**config.mk**
```make
export PLATFORM = sky130hd
export DESIGN_NAME = bpc_bit_unpacker
export DESIGN_NICKNAME = d
export VERILOG_FILES = /design/src/rtl/ebpc_pkg.sv /design/src/rtl/bpc_funnel_shift.sv /design/src/rtl/bpc_bit_unpacker.sv
export SDC_FILE = /design/constraint.sdc
export NUM_CORES = 1
export LEC_CHECK = 0
export ABC_AREA = 1
export CORE_AREA = 5 5 110 122
export DETAILED_ROUTE_END_ITERATION = 8
export DIE_AREA = 0 0 115 127
export MAX_ROUTING_LAYER = met4
export SYNTH_ARGS = -nofsm -noshare
export SYNTH_HDL_FRONTEND = slang
export SYNTH_HIERARCHICAL = 1
export SYNTH_SLANG_ARGS = --single-unit
```
**constraint.sdc**
```tcl
create_clock -name clk_i -period 5.97 [get_ports clk_i]
set_clock_uncertainty 0.2 [all_clocks]
set_input_delay 0.8955 -clock clk_i [delete_from_list [all_inputs] [get_ports clk_i]]
set_output_delay 0.8955 -clock clk_i [all_outputs]
set_load 0.01 [all_outputs]
```
**src/rtl/ebpc_pkg.sv**
```systemverilog
// Shared EBPC decoder definitions: stream word width, unpacker window size,
// unpacker state encoding and a counter-width helper.
package ebpc_pkg;

  localparam int DATA_W       = 8;
  localparam int UNPK_MAX_LEN = 16;

  typedef enum logic [1:0] {
    IDLE,
    STREAM,
    DRAIN
  } unpk_state_e;

  // Bits needed to hold any value in 0..max_val inclusive.
  function automatic int cnt_w(input int max_val);
    return $clog2(max_val + 1);
  endfunction

endpackage

```
**src/rtl/bpc_funnel_shift.sv**
```systemverilog
// Combinational buffer update: drop shift_i consumed bits off the top, then
// OR an optional input word in directly below the pos_i bits that remain.
module bpc_funnel_shift #(
  parameter int BUF_W = 24,
  parameter int IN_W  = 8,
  parameter int SH_W  = 5
) (
  input  logic [BUF_W-1:0] buf_i,
  input  logic [SH_W-1:0]  shift_i,
  input  logic [SH_W-1:0]  pos_i,
  input  logic [IN_W-1:0]  word_i,
  input  logic             push_i,
  output logic [BUF_W-1:0] buf_o
);

  logic [BUF_W-1:0] shifted;
  logic [BUF_W-1:0] word_aligned;

  // The buffer is zero below its fill level, so an OR is enough to insert.
  always_comb begin
    shifted      = buf_i << shift_i;
    word_aligned = '0;
    if (push_i) begin
      word_aligned = {word_i, {(BUF_W - IN_W){1'b0}}} >> pos_i;
    end
    buf_o = shifted | word_aligned;
  end

endmodule

```
**src/rtl/bpc_bit_unpacker.sv**
```systemverilog
// Variable-rate bit unpacker: fixed-width words in, MSB-first bit window out,
// with stream framing, a drain phase and sticky over-consumption detection.
module bpc_bit_unpacker
  import ebpc_pkg::*;
#(
  parameter int IN_W    = DATA_W,
  parameter int MAX_LEN = UNPK_MAX_LEN,
  parameter int BUF_W   = MAX_LEN + IN_W,
  parameter int FILL_W  = cnt_w(BUF_W),
  parameter int LEN_W   = cnt_w(MAX_LEN)
) (
  input  logic               clk_i,
  input  logic               rst_i,
  input  logic               clr_i,
  input  logic [IN_W-1:0]    data_i,
  input  logic               vld_i,
  input  logic               last_i,
  output logic               rdy_o,
  output logic [MAX_LEN-1:0] data_o,
  output logic [FILL_W-1:0]  fill_o,
  output logic               vld_o,
  output logic               last_o,
  input  logic [LEN_W-1:0]   len_i,
  input  logic               rdy_i,
  output logic               err_o
);

  localparam logic [FILL_W-1:0] MAX_F = FILL_W'(MAX_LEN);
  localparam logic [FILL_W-1:0] IN_F  = FILL_W'(IN_W);

  unpk_state_e       state_q, state_d;
  logic [BUF_W-1:0]  buf_q, buf_d;
  logic [FILL_W-1:0] fill_q, fill_d;
  logic              err_q, err_d;

  logic              abort;
  logic              push;
  logic              hs;
  logic              over;
  logic [FILL_W-1:0] len_ext;
  logic [FILL_W-1:0] cons;
  logic [FILL_W-1:0] fill_rem;

  // Accepting only at fill <= MAX_LEN keeps fill within BUF_W after a push.
  always_comb begin
    abort    = rst_i | clr_i;
    rdy_o    = !abort && (state_q != DRAIN) && (fill_q <= MAX_F);
    vld_o    = !abort && ((fill_q >= MAX_F) || ((state_q == DRAIN) && (fill_q != '0)));
    last_o   = vld_o && (state_q == DRAIN) && (fill_q <= MAX_F);
    data_o   = buf_q[BUF_W-1 -: MAX_LEN];
    fill_o   = fill_q;
    err_o    = err_q;

    push     = vld_i && rdy_o;
    hs       = vld_o && rdy_i;
    len_ext  = FILL_W'(len_i);
    over     = hs && (len_ext > fill_q);
    cons     = '0;
    if (hs) begin
      cons = over ? fill_q : len_ext;
    end
    fill_rem = fill_q - cons;
    fill_d   = fill_rem + (push ? IN_F : '0);
    err_d    = err_q | over;
  end

  always_comb begin
    state_d = state_q;
    case (state_q)
      IDLE, STREAM: begin
        if (push) begin
          state_d = last_i ? DRAIN : STREAM;
        end
      end
      DRAIN: begin
        if (fill_d == '0) begin
          state_d = IDLE;
        end
      end
      default: state_d = IDLE;
    endcase
  end

  bpc_funnel_shift #(
    .BUF_W (BUF_W),
    .IN_W  (IN_W),
    .SH_W  (FILL_W)
  ) u_funnel (
    .buf_i   (buf_q),
    .shift_i (cons),
    .pos_i   (fill_rem),
    .word_i  (data_i),
    .push_i  (push),
    .buf_o   (buf_d)
  );

  always_ff @(posedge clk_i) begin
    if (rst_i || clr_i) begin
      state_q <= IDLE;
      buf_q   <= '0;
      fill_q  <= '0;
      err_q   <= 1'b0;
    end else begin
      state_q <= state_d;
      buf_q   <= buf_d;
      fill_q  <= fill_d;
      err_q   <= err_d;
    end
  end

endmodule

```
[Yosys cells after proc, flatten, opt, wreduce, memory -nomap -nowiden]
Cells that the tools add are included.
Storage, ports and cells
  register bits: 32
  output and inout bits: 25
  memory bits (read-only): 0
  bits in latches: 0
  memory bits (writable): 0
  input port bits: 19
  memories: 0
Cells by class
  bitwise gates (word level): 3
  multiplexer cells: 8
  order comparisons: 3
  multipliers: 0
  divide/modulo/power cells: 0
  reductions and logical operators: 17
  shift operators: 2
  equal/unequal tests: 5
  add/subtract/negate cells: 2
Operator list (number)
  $mux W24: 1
  $or A24 B24 Y24: 1
  $shl A24 B5 Y24: 1
  $shr A24 B5 Y24: 1
  $mux W5: 2
  $logic_and A1 B1 Y1: 9
  $mux W2: 3
  $add A5 B4 Y5: 1
  $ge A5 B5 Y1 const B: 1
  $gt A5 B5 Y1: 1
  $le A5 B5 Y1 const B: 1
  $logic_not A5 Y1: 1
  $reduce_bool A5 Y1: 1
  $sub A5 B5 Y5: 1
  $mux W4: 1
  $ne A2 B2 Y1 const B: 2
  $pmux W2 S2: 1
  $eq A2 B1 Y1 const B: 1
  $eq A2 B2 Y1 const B: 1
  $logic_not A2 Y1: 1
  $logic_or A1 B1 Y1: 2
  $ne A2 B1 Y1 const B: 1
  $or A1 B1 Y1: 2
  $reduce_and A2 Y1: 1
  other kinds (2): 2

[Depth between registers and ports, before layout]
Gate-level depths: netlist of the first run.
  depth after elaboration: 13
  mapped depth: 27

[By module]
Netlist of the first run, hierarchy kept.
Modules (own cells, without submodules)
  bpc_funnel_shift: times used 1, area an instance 1848.0 um2, cells an instance 415
  bpc_bit_unpacker: times used 1, area an instance 1674.1 um2, cells an instance 206

[Worst setup path after synthesis of the first run]
No wires, ideal clock.
  path kind: input to register
  start point: input len_i[4]
  end point: register buf_q[14]
  cell stages on the path: 23
  buffers on the path: 1
  arrival: 4.332 ns
  setup time: 0.066 ns
  path slack: 1.372 ns
  path through: ha_1 a21oi_1 nand3_4 nand2_4 nor2_1 a211oi_1 ha_1 inv_1 fa_1 nand3_1 nand3_1 nand2_8 inv_1 nand4_1 nand2_2 nor2_1 buf_2 nand2_1 inv_1 nand4_1 nand3_1 inv_1 nor2_1
On the way
  word-level cells in the longest chain between the ends: 8
  elaborated cells on any way between the ends: 9
  those cells by class: add/sub (1); order compare (1); shift (2); mux (3); bitwise (1); reduce/logical (1)
Ends and longest elaborated chain
  start, declared: RTL line bpc_bit_unpacker.sv:23  | input logic [LEN_W-1:0] len_i,
  $gt A5 B5 Y1: RTL line bpc_bit_unpacker.sv:57  | over = hs && (len_ext > fill_q);
  $logic_and A1 B1 Y1: RTL line bpc_bit_unpacker.sv:57
  $mux W5: RTL line bpc_bit_unpacker.sv:60  | cons = over ? fill_q : len_ext;
  $mux W5: RTL line bpc_bit_unpacker.sv:59  | if (hs) begin
  via cons[0]: RTL line bpc_bit_unpacker.sv:41  | logic [FILL_W-1:0] cons;
  $sub A5 B5 Y5: RTL line bpc_bit_unpacker.sv:62  | fill_rem = fill_q - cons;
  via fill_rem[4]: RTL line bpc_bit_unpacker.sv:42  | logic [FILL_W-1:0] fill_rem;
  $shr A24 B5 Y24: RTL line bpc_funnel_shift.sv:24  | word_aligned = {word_i, {(BUF_W - IN_W){1'b0}}} >> pos_i;
  $mux W24: RTL line bpc_funnel_shift.sv:23  | if (push_i) begin
  $or A24 B24 Y24: RTL line bpc_funnel_shift.sv:26  | buf_o = shifted | word_aligned;
  via buf_d[14]: RTL line bpc_bit_unpacker.sv:32  | logic [BUF_W-1:0] buf_q, buf_d;
  end signal, assigned: RTL line bpc_bit_unpacker.sv:105  | buf_q <= buf_d;
  end, declared: RTL line bpc_bit_unpacker.sv:32
The timed path passes the listed nets, and every way through them passes these cells.
A chain may end at the register's enable or synchronous reset.

[Final worst setup path of the first run]
  start point: input len_i[3]
  end point: register buf_q[12]
Same word-level chain as after synthesis.

==> results of run 1 <==
## path summary, 6_finish.rpt
| kind | startpoint | to | slack (ns) |
|---|---|---|---|
| worst max-delay path | len_i[3] | buf_q[12] | 0.68 |
| worst max register to register | fill_o[1] | buf_q[12] | 1.20 |
| worst min-delay path | err_o | err_o | 0.30 |
| worst min register to register | err_o | err_o | 0.30 |
## sequential cells by signal, indices dropped and copies added (netlist names)
register  cells
fill_o        5
buf_q        24
state_q       2
err_o         1
## cell usage in the layout (no fill, tap or decap), drive strengths merged, types with 5 or more instances in the layout
cell type	Yosys	routed
o21ai	13	13
clkbuf	11	5
nor2	48	48
clkinv	3	6
dfxtp	32	32
nand3	168	168
ha	10	10
nand2	185	185
nand4	14	14
clkdlybuf4s50	0	43
a21oi	16	16
inv	70	70
## critical path, cell delays in order
cell             delay, ns
clkdlybuf4s50_1       0.44
ha_1                  0.31
nand2_2               0.07
nor2_4                0.12
nand2_2               0.07
nand3_4               0.10
a21oi_1               0.08
nor2_1                0.09
o21a_2                0.46
inv_1                 0.18
fa_1                  0.46
nand3_1               0.12
nand3_1               0.18
nand2_8               0.12
inv_1                 0.04
nand4_1               0.11
nand2_2               0.11
nor2_1                0.55
inv_1                 0.17
nor2_1                0.24
nand4_1               0.12
nand3_1               0.10
inv_1                 0.04
nor2_1                0.10
## final cells by class
cell class                      instances  area (µm²)  area share [%]
Inverter                               73         287            7.05
Clock buffer                            5         125            3.08
Sequential cell                        32         641            15.8
Clock inverter                          3        18.8           0.462
Timing Repair Buffer                   47         460            11.3
Tap cell                              154         193            4.74
Multi-Input combinational cell        470        2340            57.6
## power by group
part | internal (mW) | switching (mW) | leakage [nW] | total (mW)
clock network | 0.154 | 0.108 | 0.0736 | 0.262
logic | 0.0300 | 0.0429 | 1.42 | 0.0728
registers | 0.215 | 0.00142 | 0.258 | 0.216
## per-layer routing
metal | share of wire (%) | global-route usage (%)
met3 | 6.7 | 2.41
met5 | 0 | -
met4 | 1.6 | 3.66
met1 | 45 | 20.5
met2 | 47 | 25.0
## cells by family (layout without fill, tap and decap cells)
kind of cell	after synthesis	after routing	share of synthesized area, %
AO/OA/AOI/OAI	34	34	5.47
XOR/XNOR	2	2	0.497
adder cells (fa/ha/maj)	11	11	4.12
buffers and inverters	119	128	15.5
flip-flops	32	32	18.2
AND/OR/NAND/NOR	423	423	56.2
## per-stage QoR
step / instances / setup WS [ns]
5_1_grt: 784 / 0.187
2_1_floorplan: 621 / 1.37
6_report: 784 / 0.685
3_5_place_dp: 776 / 0.420
4_1_cts: 784 / 0.693
3_3_place_gp: 776 / 0.627
==> impl_metrics.tcl, run 1 <==
set metrics [dict create \
    status "complete, no violations" \
    post_synth_top_flop "dfxtp_1" \
    p_leak_nw 1.75 \
    power-per-cell-area_mw_per_mm2 136 \
    timing.max_slew.rel_slack_pct 38.5 \
    worst-slew-pin-transition_ns 0.922 \
    synthesis.yosys.warnings 6 \
    place.detailed.hpwl_um 8520 \
    drt.antenna.violating_nets 0 \
    synthesis.instances 621 \
    synthDistinctLibCells 35 \
    synth.yosys.seq_area_share_pct 18.2 \
    postSynth.asyncResetShare_pct 0 \
    syn_to_final_growth_pct 15.4 \
    timing.final.crit_share_pct 88.5 \
    period_minus_slack_ns 5.29 \
    total_power_mw 0.551 \
    largest_net_degree_at_the_start_of_global_routing 34 \
    detailroute.via_count 4052 \
    die-width_um 115 \
    worst_hold_path.num_cells 2 \
    synth-edff-count 0 \
    layout-drive-gt1-share_pct 7.30 \
    timing.hold.ws_ns 0.305 \
    timing.critical_path.arrival_ns 5.29 \
    routed_via_density 5.17 \
    timing.fmax_mhz 189 \
    cts_hold_repair.buffers 0 \
    worstSetupPathType "input pin to register" \
    clock_path_buffers 2 \
    netlist_area_mm2 0.00352 \
    max_cap_viol_count 0 \
    rsz0062_at_grt "false" \
    setup_viol 0 \
    drt_first_pass_iters 6 \
    antenna_cells_inserted 0 \
    grt_pass1_wl_um 18300 \
    seq_cells_post_synth 32 \
    worstHoldPathType "register to register" \
    worst_ir_drop_vdd_uv 102 \
    clkLatencyLatePin_ns 0.28 \
    vias_in_the_first_global_route 3743 \
    fp.dieH_um 127 \
    post_drt_wl_per_cell_um 14.1 \
    layout_utilization_pct 33.9 \
    core.rowCount 42 \
    clock_tree.htree_level_count 2 \
    floorplan.initialDensity_pct 29.4 \
    synth_area_leader_cell "nand3_1" \
    gp_routability_congestion 1.01 \
    postRouteWirelength_um 11000 \
    syn_nets 651 \
    post-cts-setup-buffers 0 \
    ys_top_cells_by_area "nand3_1 (23%), nand2_1 (18%), dfxtp_1 (18%)" \
    final_hold_viol_count 0 \
    antenna_found_initial 0 \
    n_fill_cell 1358 \
    slew_viol_final 0 \
    dp_area_mm2 0.00392 \
    endpoint_kind "register" \
    yosys-top-cells-count "nand2_1 (172), nand3_1 (165), inv_1 (64), nor2_1 (44), dfxtp_1 (32)" \
    cts_root_buf "clkbuf_16" \
    buffer_ports.inserted 43 \
    grt.overflow.total 0 \
    yosysTopAreaCellShare_pct 23.4 \
    ff2ff_path_depth 24 \
    track_usage_pct 15.5 \
    fp.dieArea_mm2 0.0146 \
    detail_route.drc_violations 0 \
    synth.most_common_cell "nand2_1" \
    number_of_drc_markers_after_the_initial_detailed_route_iteration 283 \
    core_mm2 0.0120 \
    setup_total_negative_slack_ns 0 \
    cts.repair.resized 0 \
    cts_num_sinks 32 \
    tritoncts "built" \
    clkSlewWorstSetupHoldPaths_ns 0.06 \
    layout.nets 659 \
    path_max_fanout 26 \
    finish.instance_area_mm2 0.00406 \
    synth_area_per_cell_um2 5.67 \
    worst_ep_required_ns 5.97 \
    start_kind "input pin" \
    ioPinCount 44 \
    cts_bufs_inserted 5 \
]
(Power assumes the default switching activity.)
==> inputs of run 2 (changes only) <==
clock period = 6 ns   (was 5.97 ns; I/O delays follow)
==> run 2 against run 1 <==
Compared with the run above:
- utilization is 0.084 points lower
- die area unchanged
- combinational power about the same
- clock-buffer cell count rose by 1
- critical path type unchanged
==> impl_metrics.tcl, run 2 (synthesized netlist as in run 1, its figures left out) <==
set metrics [dict create \
    status "complete, no violations" \
    drt.antenna.violating_nets 0 \
    vias_in_the_first_global_route 3734 \
    seqPwrFrac_pct 40.6 \
    largest_reg_flops 24 \
    rsz0062_at_grt "false" \
    core_mm2 0.0120 \
    final_hold_viol_count 0 \
    cts.repair.resized 0 \
    cts_num_sinks 32 \
    cts_bufs_inserted 5 \
    grt.overflow.total 0 \
    setup_total_negative_slack_ns 0 \
    worst_ep_required_ns 5.99 \
    antenna_cells_inserted 0 \
    fp.dieH_um 127 \
    clock_tree.htree_level_count 2 \
    start_kind "input pin" \
    netSwitchingFraction_pct 25.7 \
    most_common_cell_after_layout_fill_and_taps_aside "nand2_1" \
    number_of_drc_markers_after_the_initial_detailed_route_iteration 254 \
    grtUsageMet1_pct 20.3 \
    cts_root_buf "clkbuf_16" \
    registers.top_by_ff_count "buf_q" \
    track_usage_pct 15.3 \
    place.detailed.hpwl_um 8520 \
    timing.max_slew.rel_slack_pct 38.7 \
    clkSlewWorstSetupHoldPaths_ns 0.05 \
    ioPinCount 44 \
    slew_viol_final 0 \
    worstHoldPathType "register to register" \
    clkLatencyLatePin_ns 0.28 \
    grt_pass1_wl_um 18100 \
    path_max_fanout 26 \
    placedCellCount 776 \
    syn_to_final_growth_pct 15.1 \
    largest_net_degree_at_the_start_of_global_routing 34 \
    cts_hold_repair.buffers 0 \
    post-cts-setup-buffers 0 \
    routed_via_density 5.12 \
    timing.critical_path.arrival_ns 5.28 \
    setup_viol 0 \
    share_of_power_burned_in_combinational_logic_pct 13.7 \
    detailroute.via_count 4012 \
    tritoncts "built" \
    p_leak_nw 1.74 \
    timing.hold.ws_ns 0.302 \
    layout_utilization_pct 33.8 \
    postRouteWirelength_um 10900 \
    drt_first_pass_iters 5 \
    period_minus_slack_ns 5.28 \
    layout.nets 659 \
    antenna_found_initial 0 \
    power.switching_mw 0.137 \
    layout-drive-gt1-share_pct 7.00 \
    final_cell_mix "nand2_1 (172), nand3_1 (165), inv_1 (64)" \
    n_fill_cell 1366 \
    max_cap_viol_count 0 \
    worstSetupPathType "input pin to register" \
    share_clk_of_total_power_pct 45.8 \
    core.rowCount 42 \
    timing.fmax_mhz 189 \
    die-width_um 115 \
    post_drt_wl_per_cell_um 13.9 \
    layoutNonFillerInstCount 783 \
    timing.final.crit_share_pct 88.1 \
    register_area_um2 641 \
    clock_path_buffers 2 \
    worst_ir_drop_vdd_uv 82.3 \
    detail_route.drc_violations 0 \
    endpoint_kind "register" \
    global_route.usage.met2_pct 24.5 \
    multi_input_gate_area_mm2 0.00234 \
    gp_routability_congestion 1.01 \
    worst-slew-pin-transition_ns 0.919 \
    cell_internal_pwr_mw 0.395 \
    floorplan.initialDensity_pct 29.4 \
    buffer_ports.inserted 43 \
    global_routing_usage_on_met3_pct 2.08 \
    power-per-cell-area_mw_per_mm2 131 \
    fp.dieArea_mm2 0.0146 \
    busiest_layer "met2" \
]
run 2: cell count changes in the layout (fill, tap and decap cells not counted), sizes merged:
cell	before	now
clkbuf	5	6
clkinv	6	4
run 2: final timing paths:
| check | slack [ns] | from | depth (start not counted) | endpoint |
|---|---|---|---|---|
| min reg2reg | 0.30 | err_o | 2 | err_o |
| max reg2reg | 1.23 | fill_o[1] | 24 | buf_q[12] |
| min | 0.30 | err_o | 2 | err_o |
| max | 0.72 | len_i[3] | 24 | buf_q[12] |
run 2: worst max-delay path, stage by stage:
cell             delay [ns]
clkdlybuf4s50_1        0.44
ha_1                   0.31
nand2_2                0.08
nor2_4                 0.12
nand2_2                0.07
nand3_4                0.10
a21oi_1                0.08
nor2_1                 0.09
o21a_2                 0.47
inv_1                  0.18
fa_1                   0.47
nand3_1                0.11
nand3_1                0.18
nand2_8                0.12
inv_1                  0.04
nand4_1                0.11
nand2_2                0.11
nor2_1                 0.54
inv_1                  0.17
nor2_1                 0.23
nand4_1                0.11
nand3_1                0.10
inv_1                  0.04
nor2_1                 0.10
run 2: area by class of cell:
cell class	instances	share of cell area [%]
flip-flops and latches	32	15.8
repair buffers	47	11.4
multi-input cells	470	57.7
inverters	73	7.07
clock buffers	6	3.18
well taps	154	4.75
clock inverters	1	0.123
run 2: power groups by stage:
stage | Clock (mW) | Combinational [mW] | Sequential [mW]
after global placement | 0 | 0.0712 | 0.220
after floorplan | 0 | 0.0457 | 0.220
after detailed placement | 0 | 0.0721 | 0.220
after global routing | 0.255 | 0.0805 | 0.216
after CTS | 0.249 | 0.0724 | 0.216
final | 0.243 | 0.0725 | 0.216
run 2: per-stage QoR:
stage	worst slack (ns)	power [mW]	instance area [µm²]
after floorplan	1.40	0.265	3520
after global placement	0.652	0.291	3920
after detailed placement	0.473	0.292	3920
after CTS	0.744	0.537	4050
after global routing	0.254	0.551	4050
final	0.716	0.531	4050
run 2: routing by layer:
layer	vias to the layer above	wire length [µm]	share of wire [%]
li1	2020	-	-
met1	1824	5100	47
met2	153	4990	46
met3	15	633	5.8
met4	0	177	1.6
met5	-	0	0
